## src/rtl/p5_mem_ctrl_pkg.sv

```systemverilog
// ---------------------------------------------------------------------------
// p5_mem_ctrl_pkg
// Definitions shared by the P5 data-RAM port controller and its optional
// memory-mapped I/O register block.
//   state_e  : 2-bit controller FSM encoding (IDLE=0, ISSUE=1, CAPTURE=2, RESP=3)
//   LED_OFS  : I/O window offset of the LED register
//   SW_OFS   : I/O window offset of the switch input
// ---------------------------------------------------------------------------
package p5_mem_ctrl_pkg;

   typedef enum logic [1:0] {
      S_IDLE    = 2'd0,
      S_ISSUE   = 2'd1,
      S_CAPTURE = 2'd2,
      S_RESP    = 2'd3
   } state_e;

   localparam int LED_OFS = 0;
   localparam int SW_OFS  = 1;

endpackage

```

## src/rtl/p5_mem_ctrl_mmio_regs.sv

```systemverilog
// ---------------------------------------------------------------------------
// p5_mmio_regs
// Small I/O register block behind the P5 memory-mapped window. Only
// instantiated by p5_mem_ctrl when P5_MMIO_EN is defined.
// Ports:
//   clk, rst  : clock, synchronous active-high reset
//   wr        : write strobe (already qualified as an I/O-window store)
//   addr_ofs  : address offset inside the window
//   wdata     : store data
//   io_sw     : switch inputs, read-only at SW_OFS
//   rd_data   : combinational read mux (old LED value while wr is high)
//   io_led    : LED register, read/write at LED_OFS
// ---------------------------------------------------------------------------
module p5_mmio_regs
   import p5_mem_ctrl_pkg::*;
#(
   parameter int ADDR_W = 8
) (
   input  logic              clk,
   input  logic              rst,
   input  logic              wr,
   input  logic [ADDR_W-1:0] addr_ofs,
   input  logic [15:0]       wdata,
   input  logic [15:0]       io_sw,
   output logic [15:0]       rd_data,
   output logic [15:0]       io_led
);

   logic [15:0] led_q;
   logic [15:0] led_d;

   always_comb begin
      led_d = led_q;
      if (wr && (addr_ofs == ADDR_W'(LED_OFS))) begin
         led_d = wdata;
      end
   end

   // Read mux sees the register before the same-edge write lands, so a
   // store response carries the old LED value.
   always_comb begin
      rd_data = '0;
      if (addr_ofs == ADDR_W'(LED_OFS)) begin
         rd_data = led_q;
      end else if (addr_ofs == ADDR_W'(SW_OFS)) begin
         rd_data = io_sw;
      end
   end

   always_ff @(posedge clk) begin
      if (rst) begin
         led_q <= '0;
      end else begin
         led_q <= led_d;
      end
   end

   assign io_led = led_q;

endmodule

```

## src/rtl/p5_mem_ctrl.sv

```systemverilog
// ---------------------------------------------------------------------------
// p5_mem_ctrl
// Initiator side of the P5 data-RAM port. Accepts one load/store at a time
// from the core (valid/ready), drives a synchronous RAM with a 1-cycle
// registered read (read-before-write), and returns exactly one response per
// request. A store response carries the pre-write word.
// Optional feature macro: P5_MMIO_EN -- decodes addresses >= MMIO_BASE to the
// p5_mmio_regs block (LED register, switch input) instead of the RAM.
// Ports:
//   clk, rst                          : clock, synchronous active-high reset
//   req_valid/req_ready/req_we/
//   req_addr/req_wdata                : core request channel
//   rsp_valid/rsp_ready/rsp_rdata     : core response channel
//   mem_address/mem_data_in/mem_we    : to RAM
//   mem_data_out                      : registered read data from RAM
//   io_sw, io_led                     : I/O pins (io_led tied 0 without MMIO)
// ---------------------------------------------------------------------------
module p5_mem_ctrl
   import p5_mem_ctrl_pkg::*;
#(
   parameter int                ADDR_W    = 8,
   parameter int                DATA_W    = 16,
   parameter logic [ADDR_W-1:0] MMIO_BASE = 8'hF0
) (
   input  logic              clk,
   input  logic              rst,
   input  logic              req_valid,
   output logic              req_ready,
   input  logic              req_we,
   input  logic [ADDR_W-1:0] req_addr,
   input  logic [DATA_W-1:0] req_wdata,
   output logic              rsp_valid,
   input  logic              rsp_ready,
   output logic [DATA_W-1:0] rsp_rdata,
   output logic [ADDR_W-1:0] mem_address,
   output logic [DATA_W-1:0] mem_data_in,
   output logic              mem_we,
   input  logic [DATA_W-1:0] mem_data_out,
   input  logic [15:0]       io_sw,
   output logic [15:0]       io_led
);

   state_e            state_q, state_d;
   logic [ADDR_W-1:0] addr_q, addr_d;
   logic [DATA_W-1:0] wdata_q, wdata_d;
   logic              we_q, we_d;
   logic [DATA_W-1:0] rdata_q, rdata_d;

   logic              io_hit;
   logic [DATA_W-1:0] io_rd;
   logic              mmio_wr;

`ifdef P5_MMIO_EN
   assign io_hit = (addr_q >= MMIO_BASE);

   p5_mmio_regs #(
      .ADDR_W (ADDR_W)
   ) u_mmio (
      .clk      (clk),
      .rst      (rst),
      .wr       (mmio_wr),
      .addr_ofs (addr_q - MMIO_BASE),
      .wdata    (wdata_q),
      .io_sw    (io_sw),
      .rd_data  (io_rd),
      .io_led   (io_led)
   );
`else
   assign io_hit = 1'b0;
   assign io_rd  = '0;
   assign io_led = '0;

   // Sink for signals that only matter when the I/O window is built in.
   logic unused_io;
   assign unused_io = ^{io_sw, MMIO_BASE, mmio_wr};
`endif

   always_comb begin
      state_d   = state_q;
      addr_d    = addr_q;
      wdata_d   = wdata_q;
      we_d      = we_q;
      rdata_d   = rdata_q;
      req_ready = 1'b0;
      rsp_valid = 1'b0;
      mem_we    = 1'b0;
      mmio_wr   = 1'b0;

      case (state_q)
         S_IDLE: begin
            req_ready = ~rst;
            if (req_valid && !rst) begin
               addr_d  = req_addr;
               wdata_d = req_wdata;
               we_d    = req_we;
               state_d = S_ISSUE;
            end
         end
         S_ISSUE: begin
            // RAM reads old data and writes at the closing edge.
            mem_we  = we_q & ~rst & ~io_hit;
            state_d = S_CAPTURE;
         end
         S_CAPTURE: begin
            rdata_d = io_hit ? io_rd : mem_data_out;
            // I/O register write lands on the same edge the old value is
            // captured, mirroring the RAM's read-before-write behaviour.
            mmio_wr = we_q & io_hit & ~rst;
            state_d = S_RESP;
         end
         S_RESP: begin
            rsp_valid = 1'b1;
            if (rsp_ready) begin
               state_d = S_IDLE;
            end
         end
         default: state_d = S_IDLE;
      endcase
   end

   always_ff @(posedge clk) begin
      if (rst) begin
         state_q <= S_IDLE;
         addr_q  <= '0;
         wdata_q <= '0;
         we_q    <= 1'b0;
         rdata_q <= '0;
      end else begin
         state_q <= state_d;
         addr_q  <= addr_d;
         wdata_q <= wdata_d;
         we_q    <= we_d;
         rdata_q <= rdata_d;
      end
   end

   assign mem_address = addr_q;
   assign mem_data_in = wdata_q;
   assign rsp_rdata   = rdata_q;

endmodule

```

## config.mk

```make
export PLATFORM = sky130hd
export DESIGN_NAME = p5_mem_ctrl
export DESIGN_NICKNAME = d
export VERILOG_FILES = /design/src/rtl/p5_mem_ctrl_pkg.sv /design/src/rtl/p5_mem_ctrl_mmio_regs.sv /design/src/rtl/p5_mem_ctrl.sv
export SDC_FILE = /design/constraint.sdc
export NUM_CORES = 1
export LEC_CHECK = 0
export ABC_AREA = 1
export CAP_MARGIN = 5
export CORE_MARGIN = 2
export CORE_UTILIZATION = 35
export CTS_CLUSTER_SIZE = 8
export DETAILED_ROUTE_END_ITERATION = 8
export PLACE_DENSITY = 0.8
export SYNTH_ARGS = -nofsm -noshare
export SYNTH_HDL_FRONTEND = slang
export SYNTH_SLANG_ARGS = --single-unit
```

## constraint.sdc

```tcl
create_clock -name clk -period 1.5 [get_ports clk]
set_clock_uncertainty 0.2 [all_clocks]
set_input_delay 0.225 -clock clk [delete_from_list [all_inputs] [get_ports clk]]
set_output_delay 0.225 -clock clk [all_outputs]
set_load 0.01 [all_outputs]
```

==> impl_metrics.tcl <==
set metrics [dict create \
    postPlaceCellArea_um2 2690 \
    grt_pass1_vias 1685 \
    finalMaxSlewViolations 0 \
    crit_family "flip-flops" \
    overflow 0 \
    synthCells 222 \
    fin_crit_sh 1.02 \
    io_buffers 87 \
    rsz0062_at_grt "yes" \
    cts.reportedPaths.clkPinSlew_ps 80 \
    antenna_cells 0 \
    worstHoldStart "mem_address[7]" \
    final_common_cell "nand2_1" \
    final_util 0.594 \
    grt_first_pass_wirelength_um 7100 \
    drtIter0Drc 75 \
    antenna_found_initial 0 \
    whs_path_depth 2 \
    insertion_delay_ps 280 \
    dp_hpwl_um 3040 \
    final_nets 385 \
    ir_drop_v 0.000807 \
    vias 1693 \
    setup_ws_ps -26.9 \
    worst-path-buf-inv 3 \
    max_freq_ghz 0.655 \
    reg2reg_setup_slack_ps 50 \
    status "complete, but fails checks" \
    criticalPathCategory "reg -> out" \
    crit_fanout 3 \
    die-area_um2 5550 \
    area_delta_synth_final_pct 62.2 \
    crit_slowest_cell "dfxtp_4" \
    dp_cells 376 \
    syn-cell-area_um2 1740 \
    grt_max_degree 26 \
    wire_per_inst_um 11.3 \
    htreeDepth 2 \
    cts_root_buffer "clkbuf_8" \
    ctsLongestPathBuffers 2 \
    p_total_mw 3.99 \
    ff2ff_path_depth 8 \
    cp.arrival_ps 1100 \
    drive_gt1_frac 0.116 \
    drv_cap 0 \
    violations "setup timing" \
    mostFrequentLayoutCells "54 x nand2_1, 44 x clkdlybuf4s50_1, 41 x dfxtp_1" \
    end_kind "output port" \
    finalSetupViolations 2 \
    cts_buffers 5 \
    gp_congestion 0.677 \
    startpoint_type "flop" \
    cp_num_cells 5 \
    rows 25 \
    crit_chain "inv_4 > ha_4 > inv_2 > nor2_2 > buf_2" \
    yosys_warnings 0 \
    avgSynthCellArea_um2 7.84 \
    leakage_nw 1.34 \
    hp-class "reg -> reg" \
    drt_first_pass_iters 4 \
    synth.distinct_cells 16 \
    start_util 0.366 \
    die_x_um 74.5 \
    cts.sinks 43 \
    yosysSeqAreaShare 0.495 \
    stdcell_area_um2 2820 \
    drcViolationCount 0 \
    cp-startpoint "state_q[0]" \
    design.core.area_um2 4750 \
    cts_tree "built" \
    track_usage 0.166 \
    p_per_area_nw_per_um2 1410 \
    routed_wl_um 4370 \
    period_minus_slack_ps 1530 \
    r2r-start "state_q[0]" \
    io_pins 120 \
    setup_tns_ps -48.3 \
    viasPerCell 4.40 \
    dieHeight_um 74.5 \
    slowest_delay_ps 370 \
    synth_seq_cells 43 \
    required_ps 1070 \
    hold_viol 0 \
    ant_nets 0 \
    ctsHoldBuffers 0 \
    instances_no_fill 385 \
]
==> cells by family after synthesis <==
family,synth area share
AOI/OAI and AO/OA,0.124
buffers and inverters,0.121
adders and majority gates,0.0359
and+or+nand+nor,0.222
DFF,0.495
other,0.00215
==> layout make-up <==
cell class	count	area [µm²]
clock buffer	6	72.6
sequential	43	866
multi-input combinational	160	779
inverter	7	31.3
fill	461	1930
timing repair buffer	102	990
tap	67	83.8
==> stage by stage <==
step	hold slack (ps)	setup WS, ps
4_1_cts	270	-97.4
3_5_place_dp	258	-319
3_3_place_gp	255	-322
2_1_floorplan	144	98.6
5_1_grt	280	-112
6_report	263	-26.9
==> flip-flops by register name, indices dropped and copies added (netlist names) <==
| register | cells |
|---|---|
| rsp_rdata | 16 |
| mem_data_in | 16 |
| we_q | 1 |
| mem_address | 8 |
| state_q | 2 |
==> path summary, 6_finish.rpt <==
| path | end |
|---|---|
| worst max register to register | mem_data_in[7] |
| worst max-delay path | req_ready |
| worst min register to register | mem_address[7] |
| worst min-delay path | mem_address[7] |
==> repair_timing <==
action,in CTS,in global routing
setup endpoints to repair,69,44
pin swaps,1,3
cloned,1,1
resized for setup,60,18
buffers inserted,0,1
==> cells in the mapped netlist, drive strengths merged <==
library cell / count / area share
a21oi: 2 / 0.0058
nand2: 56 / 0.13
buf: 24 / 0.098
nor2: 38 / 0.091
dfxtp: 43 / 0.49
conb: 1 / 0.0022
nand3: 2 / 0.0058
clkbuf: 3 / 0.0086
inv: 7 / 0.015
o21ai: 41 / 0.12
ha: 5 / 0.036
==> per-layer routing <==
| metal | global-route usage | routed length, µm | up-vias |
|---|---|---|---|
| li1 | - | - | 859 |
| met1 | 0.185 | 1920 | 748 |
| met2 | 0.280 | 1960 | 79 |
| met3 | 0.0759 | 439 | 7 |
| met4 | 0.0595 | 44 | 0 |
| met5 | 0 | 0 | - |
==> worst min-delay path: stages, from the launching register on <==
cell and delay (ps):
dfxtp_1 310, nand2_1 60, o21ai_1 60
==> where the power goes <==
part	internal (mW)	switching [mW]	leakage (nW)
clock network	0.310	0.345	0.0371
registers	1.47	0.166	0.354
logic	0.846	0.846	0.945
total	2.63	1.36	1.34
(Power assumes the default switching activity.)
